**src/rtl/dmw_pkg.sv**
```systemverilog
// Shared field layout, writable mask and MAT encodings for the LoongArch
// direct-mapped configuration windows.
package dmw_pkg;

  localparam int unsigned VSEG_HI  = 31;
  localparam int unsigned VSEG_LO  = 29;
  localparam int unsigned PSEG_HI  = 27;
  localparam int unsigned PSEG_LO  = 25;
  localparam int unsigned MAT_HI   = 5;
  localparam int unsigned MAT_LO   = 4;
  localparam int unsigned PLV3_BIT = 3;
  localparam int unsigned PLV0_BIT = 0;

  localparam logic [31:0] DMW_WMASK = 32'hEE00_0039;

  typedef enum logic [1:0] {
    MAT_SUC = 2'd0,
    MAT_CC  = 2'd1
  } mat_e;

endpackage

```
**src/rtl/dmw_match.sv**
```systemverilog
// Combinational match of one window against a virtual segment and privilege
// level; also extracts the physical segment and memory type of the window.
module dmw_match
  import dmw_pkg::*;
(
  input  logic [31:0] win,
  input  logic [2:0]  vseg,
  input  logic [1:0]  plv,
  output logic        hit,
  output logic [2:0]  paddr_hi,
  output logic [1:0]  mat
);

  logic plv_ok;
  logic unused;

  // PLV1/PLV2 have no enable bit in the window, so they can never match.
  assign plv_ok   = ((plv == 2'd0) && win[PLV0_BIT]) ||
                    ((plv == 2'd3) && win[PLV3_BIT]);
  assign hit      = plv_ok && (win[VSEG_HI:VSEG_LO] == vseg);
  assign paddr_hi = win[PSEG_HI:PSEG_LO];
  assign mat      = win[MAT_HI:MAT_LO];

  assign unused = ^{win[28], win[24:6], win[2:1]};

endmodule

```
**src/rtl/dmw_array.sv**
```systemverilog
// Bank of NUM_DMW direct-mapped windows: CSR write/read with a registered
// read path, and a one-stage pipelined address translation port.
module dmw_array
  import dmw_pkg::*;
#(
  parameter int          NUM_DMW = 2,
  parameter int          IDX_W   = (NUM_DMW > 1) ? $clog2(NUM_DMW) : 1,
  parameter logic [31:0] WMASK   = DMW_WMASK
) (
  input  logic                  clk,
  input  logic                  rst,
  input  logic                  csr_we,
  input  logic [IDX_W-1:0]      csr_widx,
  input  logic [31:0]           csr_wdata,
  input  logic                  csr_re,
  input  logic [IDX_W-1:0]      csr_ridx,
  output logic [31:0]           csr_rdata,
  output logic                  csr_rvalid,
  output logic [32*NUM_DMW-1:0] dmw_flat,
  input  logic                  req_valid,
  input  logic [31:0]           req_vaddr,
  input  logic [1:0]            req_plv,
  input  logic                  flush,
  output logic                  resp_valid,
  output logic                  resp_hit,
  output logic                  resp_multi,
  output logic [IDX_W-1:0]      resp_idx,
  output logic [31:0]           resp_paddr,
  output logic [1:0]            resp_mat
);

  logic [31:0]      win [NUM_DMW];
  logic [31:0]      wmasked;
  logic [31:0]      rd_next;
  logic [NUM_DMW-1:0] hits;
  logic [2:0]       phi [NUM_DMW];
  logic [1:0]       mats [NUM_DMW];
  logic             any_hit;
  logic             multi;
  logic [IDX_W-1:0] sel_idx;
  logic [2:0]       sel_phi;
  logic [1:0]       sel_mat;
  logic [3:0]       hit_cnt;

  assign wmasked = csr_wdata & WMASK;

  // Indices >= NUM_DMW never compare equal to a loop index, so out-of-range
  // writes fall through naturally.
  always_ff @(posedge clk or posedge rst) begin
    if (rst) begin
      for (int unsigned i = 0; i < NUM_DMW; i++) win[i] <= '0;
    end else if (csr_we) begin
      for (int unsigned i = 0; i < NUM_DMW; i++)
        if (csr_widx == IDX_W'(i)) win[i] <= wmasked;
    end
  end

  for (genvar g = 0; g < NUM_DMW; g++) begin : g_win
    assign dmw_flat[32*g +: 32] = win[g];

    dmw_match u_match (
      .win      (win[g]),
      .vseg     (req_vaddr[31:29]),
      .plv      (req_plv),
      .hit      (hits[g]),
      .paddr_hi (phi[g]),
      .mat      (mats[g])
    );
  end

  // Write-first read mux; out-of-range indices select nothing and read 0.
  always_comb begin
    rd_next = '0;
    for (int unsigned i = 0; i < NUM_DMW; i++)
      if (csr_ridx == IDX_W'(i))
        rd_next = (csr_we && (csr_widx == csr_ridx)) ? wmasked : win[i];
  end

  always_ff @(posedge clk or posedge rst) begin
    if (rst) begin
      csr_rvalid <= 1'b0;
      csr_rdata  <= '0;
    end else begin
      csr_rvalid <= csr_re;
      if (csr_re) csr_rdata <= rd_next;
    end
  end

  // Lowest-index priority encode plus hit population count.
  always_comb begin
    any_hit = 1'b0;
    sel_idx = '0;
    sel_phi = '0;
    sel_mat = '0;
    hit_cnt = '0;
    for (int unsigned i = 0; i < NUM_DMW; i++) begin
      if (hits[i]) begin
        hit_cnt = hit_cnt + 4'd1;
        if (!any_hit) begin
          any_hit = 1'b1;
          sel_idx = IDX_W'(i);
          sel_phi = phi[i];
          sel_mat = mats[i];
        end
      end
    end
    multi = (hit_cnt > 4'd1);
  end

  always_ff @(posedge clk or posedge rst) begin
    if (rst) begin
      resp_valid <= 1'b0;
      resp_hit   <= 1'b0;
      resp_multi <= 1'b0;
      resp_idx   <= '0;
      resp_paddr <= '0;
      resp_mat   <= '0;
    end else begin
      resp_valid <= req_valid & ~flush;
      if (req_valid && !flush) begin
        resp_hit   <= any_hit;
        resp_multi <= multi;
        resp_idx   <= sel_idx;
        resp_paddr <= any_hit ? {sel_phi, req_vaddr[28:0]} : req_vaddr;
        resp_mat   <= any_hit ? sel_mat : 2'd0;
      end
    end
  end

endmodule

```
**config.mk**
```make
export PLATFORM = sky130hd
export DESIGN_NAME = dmw_array
export DESIGN_NICKNAME = d
export VERILOG_FILES = /design/src/rtl/dmw_pkg.sv /design/src/rtl/dmw_match.sv /design/src/rtl/dmw_array.sv
export SDC_FILE = /design/constraint.sdc
export NUM_CORES = 1
export LEC_CHECK = 0
export ABC_AREA = 1
export CAP_MARGIN = 20
export CORE_MARGIN = 2
export CORE_UTILIZATION = 41
export DETAILED_ROUTE_END_ITERATION = 10
export PLACE_DENSITY = 0.83
export SYNTH_ARGS = -nofsm -noshare
export SYNTH_HDL_FRONTEND = slang
export SYNTH_SLANG_ARGS = --single-unit
export TNS_END_PERCENT = 20
```
**constraint.sdc**
```tcl
create_clock -name clk -period 3.7 [get_ports clk]
set_input_delay 1.11 -clock clk [delete_from_list [all_inputs] [get_ports clk]]
set_output_delay 1.11 -clock clk [all_outputs]
set_load 0.03 [all_outputs]
```
==> results list, run 1 <==
- The final-report max-slew violation count was 0.
- After Yosys synthesis, full adders, half adders and majority gates account for 0% of the synthesized area.
- Cell with the largest stage delay on the worst path: sky130_fd_sc_hd__clkdlybuf4s50_1
- Post-CTS setup-driven buffer insertion count: 0
- Full die area: 9470 sq um
- In this run, post-CTS repair resized a total of 0 instances.
- CTS H-tree lvls: 3
- End point of the most critical hold path: resp_paddr[12]
- Most Used Layer, Global Route: met2
* Transition time of the tightest slew-check pin: 0.855 ns
* Top flip-flop cell by instance count after synthesis: sky130_fd_sc_hd__dfrtp_1
* Post-synthesis cell area: 3570 sq um
* Post-synth ARST share: 100%
- TritonCTS built the clock tree.
- Headroom to the max-slew limit came out at 43.0%.
* Met1 GRT Util: 22.1%
- Most frequent cell after synthesis: sky130_fd_sc_hd__nand2_1
- The synthesized netlist devotes 21.9% of its cell area to simple gates.
- For this configuration, the core starts out at a cell density of 41.5%.
- Net switching is 36.1% of the power.
- For this block, the routed nets add up to 8310 microns of wire.
* Area of the core: 8590 sq um
* Post-synthesis compound-gate area fraction: 9.15%
* Sw power: 0.816 mW
- After synthesis, the largest family of logic cells by area is simple AND/OR/NAND/NOR gates.
- The worst hold path passes through 2 cells.
* Drc violations: 0
- Final HPWL from detailed placement: 6040 microns
* Period utilisation layout: 70.2%
- Summing all non-filler instances in the final layout gives an area of 4810 sq um.
* DP Cell Count: 648
* Sequential cell area fraction in the yosys report: 48.4%
- Cell type with the largest total area after synthesis: sky130_fd_sc_hd__dfrtp_1
- Worst path cell trace: clkdlybuf4s50_1
* Min Clock Period, post-route: 2.60 ns
- Dividing the detail-routed wire length by the instance count gives 12.5 microns.
* Overall track demand over capacity in global routing: 17.6%
- Across all layers, the routed design uses 2,952 vias.
- The clock net in this run drives a total of 69 sinks.
* Final antenna diode count: 0
* Floorplan die width: 97.3 microns
- Detailed Route Iter0 Violations: 112
* Maximum buffer depth of the clock tree: 2
- In this run the critical register-to-register path is launched from dmw_flat[63].
* Top-level I/O count: 209
- Cell class contributing the biggest share of worst-path delay: buffers and inverters
- The critical path is of the flop to output port type.
- Global-route wire length before repair: 13,600 microns
- Together, buffers and inverters on the worst path number 1.
- Worst skew pair latency: 0.34 ns
* First drt pass iteration count: 4
- For this run, global-route usage on met3 was measured as 3.74%.
- The largest single stage delay on the critical path is 0.71 ns.
- STA classifies the critical path startpoint as a flop.
* Layout net count: 625
* Sequential power share: 40.5%
* Worst Setup End Kind: output port
- The worst-case IR drop observed on VDD is 0.000235 V.
- Across all register-to-register paths, the minimum setup slack is 2.31 ns.
- Setup repair after global routing left no endpoint under its margin.
- The floorplan step set the die height to 97.3 microns.
- Summing all placed instances gives a cell area of 4610 sq um.
- Worst-case clock skew: 0.0121 ns
- Counting cells, the worst reg-to-reg path comes to 6.
* Number of placement rows: 34
* Avg Inst Size Synth: 8.26 sq um
- Fraction of post-synthesis cell area in the top cell type by area: 48.4%
- Routability-driven placement finished with a final weighted congestion of 0.820.
* Number of flip-flops and latches in the synthesized netlist: 69
* Initial antenna violation count: 0
- Required time of the critical path: 2.59 ns
* Clock transition at the register clock pins on the worst setup and hold paths after CTS: 0.08 ns
- Proportion of power drawn by combinational gates: 32.0%
- For this design, the CTS-stage hold fixing added 0 buffers.
- In the routed layout, each cell is associated on average with a via count of 4.45.
- Via count of the first global-routing pass: 2,762
* Destination of the worst register-to-register timing path: resp_paddr[29]
- Area growth syn-to-layout: 34.9%
- Summed over all cells, the static leakage comes to 2.39 nW.
- Post-Route Hold Slack: 0.473 ns
- The share of total power dissipated in the clock network is 27.6%.
- HP Start: resp_paddr[12]
* Int Pwr: 1.44 mW
- Total clock buffers created by CTS: 9
- In the synthesized netlist, mux cells make up 0% of the area.
- For this design the ratio of total power to cell area is 469 nW/um^2.
- For this run, the top clock speed supported by timing is 385 MHz.
- Post-Layout Cell Count: 664
- Yosys warning total: 0
- Max-cap violations in this run came to 0.
- For the worst setup path, the data arrival time is 1.49 ns.
* Total Negative Setup Slacks: 0 ns
- Antenna-violating nets left: 0
- By count the netlist is led by 142 x sky130_fd_sc_hd__nand2_1, 69 x sky130_fd_sc_hd__dfrtp_1, 67 x sky130_fd_sc_hd__buf_4, 33 x sky130_fd_sc_hd__inv_1, 29 x sky130_fd_sc_hd__o21ai_0.
- The number of hold violations in the final report is 0.
- Setup violations remaining at the end of the flow were counted as 0.
* Clock root buffer: sky130_fd_sc_hd__clkbuf_8
* Buffers added on ports: 120
* Instance count of the mapped netlist: 432
- Global routing used 30.3% of the available met2 tracks.
- In the post-synthesis netlist, the biggest area contributors are sky130_fd_sc_hd__dfrtp_1 48%, sky130_fd_sc_hd__nand2_1 15%, sky130_fd_sc_hd__buf_4 14%.
* Layout cell share with drive strength beyond 1: 7.19%
- Biggest fanout along the worst timing path: 5
* EDFF count, synth: 0
* Largest net degree at the start of global routing: 70
* Number of unique standard cell types used by synthesis: 29
- Status: complete, no violations
* Xor and xnor area share after synthesis: 0.491%
- Overflow left after global routing: 0
- In this run the worst hold path is classified as flop to flop.
[logic make-up after synthesis]
family                    after synthesis
AOI/OAI and AO/OA                      53
xor gates and xnor gates                2
buffers and inverters                 118
DFF                                    69
other                                   1
and+or+nand+nor                       189
[power groups by stage]
stage | Clock, mW | Sequential [mW] | Combinational [mW]
floorplan | 0 | 1.10 | 0.304
global placement | 0 | 0.923 | 0.712
detailed placement | 0 | 0.927 | 0.724
CTS | 0.642 | 0.913 | 0.727
global route | 0.681 | 0.925 | 0.769
finish | 0.623 | 0.914 | 0.722
[registers in the layout, summed over array words and instances, names as in the netlist]
| register | flops |
|---|---|
| resp_paddr | 32 |
| dmw_flat | 20 |
| csr_rdata | 10 |
| resp_mat | 2 |
| csr_rvalid | 1 |
| resp_hit | 1 |
| resp_idx | 1 |
| resp_multi | 1 |
| resp_valid | 1 |
[worst max-delay path by stage]
stage                    to         start  depth (start not counted)  slack, ns
3_3_place_gp    resp_mat[0]     req_valid                          7       0.96
6_report       dmw_flat[31]  dmw_flat[31]                          1       1.10
4_1_cts        dmw_flat[31]  dmw_flat[31]                          1       1.08
5_1_grt        dmw_flat[29]  dmw_flat[29]                          1       1.04
2_1_floorplan  csr_rdata[0]           rst                          1       0.85
3_5_place_dp    resp_mat[0]     req_valid                          7       0.93
[through the flow]
step                total power [mW]  utilization (%)  setup slack, ns
floorplan                       1.41                -            0.850
CTS                             2.28             56.0             1.08
global route                    2.38             56.0             1.04
finish                          2.26             56.0             1.10
global placement                1.63             53.7            0.961
detailed placement              1.65             53.7            0.933
[final cells by class]
type                    count  area [sq um]
multi-input cells         310          1380
clock buffers              11           141
clock inverters             5          60.1
well taps                 108           135
flip-flops and latches     69          1730
inverters                  37           141
repair buffers            124          1230
fillers                   800          3780
[layer usage]
layer / vias up / wire [microns] / share of wire (%)
met5: - / 0 / 0
met2: 128 / 4180 / 50
met4: 0 / 114 / 1.4
met1: 1361 / 3510 / 42
met3: 12 / 504 / 6.1
li1: 1451 / - / -
[worst min-delay path: stages (launching register included)]
cell                      delay [ns]
sky130_fd_sc_hd__dfrtp_1        0.34
sky130_fd_sc_hd__nand2_1        0.05
sky130_fd_sc_hd__nand2_1        0.05
[cell usage in the layout (no fill, tap or decap), types with 2 or more instances in the layout]
cell and instances:
sky130_fd_sc_hd__nand3_1 17, sky130_fd_sc_hd__nor2_2 6, sky130_fd_sc_hd__clkdlybuf4s50_1 120, sky130_fd_sc_hd__nand2_1 142
sky130_fd_sc_hd__conb_1 66, sky130_fd_sc_hd__o21ai_1 7, sky130_fd_sc_hd__buf_4 4, sky130_fd_sc_hd__o211ai_1 10
sky130_fd_sc_hd__o21a_1 2, sky130_fd_sc_hd__dfrtp_1 69, sky130_fd_sc_hd__clkbuf_8 10, sky130_fd_sc_hd__o211ai_2 2
sky130_fd_sc_hd__or2_2 2, sky130_fd_sc_hd__inv_2 4, sky130_fd_sc_hd__o21ai_0 29, sky130_fd_sc_hd__nor2_1 16
sky130_fd_sc_hd__nand2_2 2, sky130_fd_sc_hd__inv_1 32, sky130_fd_sc_hd__clkinv_4 2
No activity file was read; power rests on OpenSTA's default activity.
==> run 2: changes to the inputs <==
CORE_UTILIZATION = 38   (was 41)
PLACE_DENSITY = 0.78   (was 0.83)
clock period = 2.4 ns   (was 3.7 ns; I/O delays follow)
==> run 2 against run 1 <==
Against the previous run:
- setup slack lost 0.90 ns
- global-route usage shrank 1.3 points
- worst hold slack lost 0.0014 ns
- wire length shrank 2.1%
- register-to-register slack lost 1.3 ns
- critical path type unchanged
- largest cell class unchanged
- highest routed layer unchanged
==> results list, run 2 (same netlist as run 1, synthesis figures left out) <==
- Status: complete, no violations
- After clock tree synthesis, the flow added hold-fix buffers numbering 0.
- End of the critical path: dmw_flat[26]
- VDD IR-drop max: 0.000319 V
- Post-Layout Cell Count: 672
* Unrepaired setup endpoints after global routing: false
* Required time of the critical path: 1.68 ns
- Effective utilization at floorplan: 38.8%
* Final HPWL from detailed placement: 6040 microns
- The endpoint identified for the worst register-to-register timing path is resp_paddr[29].
- Proportion of power drawn by combinational gates: 31.0%
- The post-route netlist has 8.20% of its cells at a drive strength greater than 1.
* TritonCTS clock tree: built
- Overall track demand over capacity in global routing: 16.3%
* Period utilisation layout: 91.4%
- Once detail routing completed, the nets flagged for antenna violations numbered 0.
- resp_paddr holds more flip-flops than any other register.
- The H-tree generated during clock tree synthesis spans 3 levels.
- Walking the worst path, the cells encountered are clkdlybuf4s50_1.
- Along the worst path, the maximum fanout reaches 4.
* Largest net degree at the start of global routing: 70
- Total Negative Setup Slacks: 0 ns
* Final antenna diode count: 0
* Total clock buffers created by CTS: 9
- Most common cell after layout, fill and taps aside: sky130_fd_sc_hd__nand2_1
* Detailed Route Iter0 Violations: 70
* Full die area: 10,200 sq um
- Top-level I/O count: 209
* First drt pass iteration count: 4
- STA classifies the critical path endpoint as an output port.
- Drc violations: 0
* Number of cell instances on the worst register-to-register path: 9
- Global-route wire length before repair: 13,100 microns
- Fraction of power consumed by the clock network: 30.1%
* Layout net count: 630
- HP Start: resp_paddr[23]
- Clock skew on the completed layout was measured at 0.00727 ns.
- The die is 101 microns tall.
* PostCTS Resize Cnt: 0
- Most Used Layer, Global Route: met2
* Sw power: 1.25 mW
* Clock transition at the register clock pins on the worst setup and hold paths after CTS: 0.08 ns
- Cell class contributing the biggest share of worst-path delay: buffers and inverters
* Min Clock Period, post-route: 2.19 ns
* Slew Limit Fails: 0
* Leakage power: 2.44 nW
* Maximum buffer depth of the clock tree: 2
- Clock root buffer: sky130_fd_sc_hd__clkbuf_8
* Floorplan die width: 101 microns
- Area growth syn-to-layout: 37.8%
- Total clock sinks: 69
- Met1 GRT Util: 20.3%
- Worst skew pair latency: 0.34 ns
- Via count of the first global-routing pass: 2,688
* Relative max-transition margin: 66.6%
* Reg2Reg Setup Slack: 1.06 ns
- Buffers added on ports: 120
- DP Cell Count: 656
- The number of antenna violations at the first check in global routing was 0.
* CP Depth: 1
- CP bufs+invs: 1
- The core region is 9200 sq um.
- Worst min path class: flop to flop
- FF-to-FF Start: dmw_flat[62]
* Wirelength per Cell: 12.1 microns
- In this design, the stage delay of the slowest critical-path cell is 0.70 ns.
- Overflow left after global routing: 0
- Final setup violation count: 0
- For this run, global-route usage on met3 was measured as 4.09%.
- Routed via count: 2,952
* Global placement routability congestion: 0.812
- Power per cell area: 735 nW/um^2
- Buffers added to address setup during post-CTS repair amount to 0.
- Across the run, the number of max-cap violations was 0.
- Transition time of the tightest slew-check pin: 0.499 ns
* Via count normalized by instance count: 4.39
* Cell with the largest stage delay on the worst path: sky130_fd_sc_hd__clkdlybuf4s50_1
* Type of the setup path with the least slack: flop to output port
* Hold Vio Cnt, Final: 0
- Internal power comes to 2.37 mW.
* Max reg flops: 32
- Most frequent cells in the layout: 142 x sky130_fd_sc_hd__nand2_1, 120 x sky130_fd_sc_hd__clkdlybuf4s50_1, 69 x sky130_fd_sc_hd__dfrtp_1
* Crit path launch: dmw_flat[26]
- For met2 alone, demand over resource in global routing was 27.6%.
- Of the total power, the share spent switching nets is 34.5%.
* Maximum clock rate: 456 MHz
- Worst setup SP type: flop
- Detailed-route wire length: 8140 microns
* Sequential power share: 38.9%
- Number of placement rows: 35
* CP arrival: 1.47 ns
run 2: cell types whose count changed in the layout (fill, tap and decap cells not counted), sizes merged:
cell,before,now
bufinv,1,2
buf,4,9
inv,37,36
run 2: through the flow:
step / worst slack, ns / total power [mW] / util [%] / cell area (sq um) / hold slack, ns
3_3_place_gp: 0.186 / 2.54 / 50.9 / 4680 / 0.453
4_1_cts: 0.178 / 3.66 / 53.5 / 4920 / 0.476
6_report: 0.206 / 3.62 / 53.5 / 4920 / 0.472
5_1_grt: 0.136 / 3.82 / 53.5 / 4920 / 0.503
3_5_place_dp: 0.148 / 2.56 / 50.9 / 4680 / 0.460
2_1_floorplan: 0.879 / 2.17 / - / 3820 / 0.648
run 2: cell type report:
class	instances	area [sq um]
fill	868	4280
sequential	69	1730
multi-input combinational	310	1380
timing repair buffer	129	1290
clock buffer	11	151
inverter	37	145
tap	111	139
clock inverter	5	82.6
run 2: metal layers:
metal  vias up  share of wire [%]
li1       1457                  -
met5         -                  0
met2       133                 49
met4         0                1.3
met1      1353                 42
met3         9                7.2
run 2: worst min-delay path by stage:
stage | to | slack (ns) | depth (start not counted)
detailed placement | resp_paddr[14] | 0.46 | 2
floorplan | csr_rdata[0] | 0.65 | 2
global placement | resp_paddr[19] | 0.45 | 2
CTS | resp_paddr[23] | 0.48 | 2
global route | resp_paddr[14] | 0.50 | 2
finish | resp_paddr[23] | 0.47 | 2
run 2: power groups by stage:
stage / clock network (mW) / registers [mW] / logic, mW
after floorplan: 0 / 1.70 / 0.469
after global placement: 0 / 1.43 / 1.11
after detailed placement: 0 / 1.43 / 1.12
after CTS: 1.12 / 1.41 / 1.13
after global routing: 1.19 / 1.43 / 1.21
final: 1.09 / 1.41 / 1.12
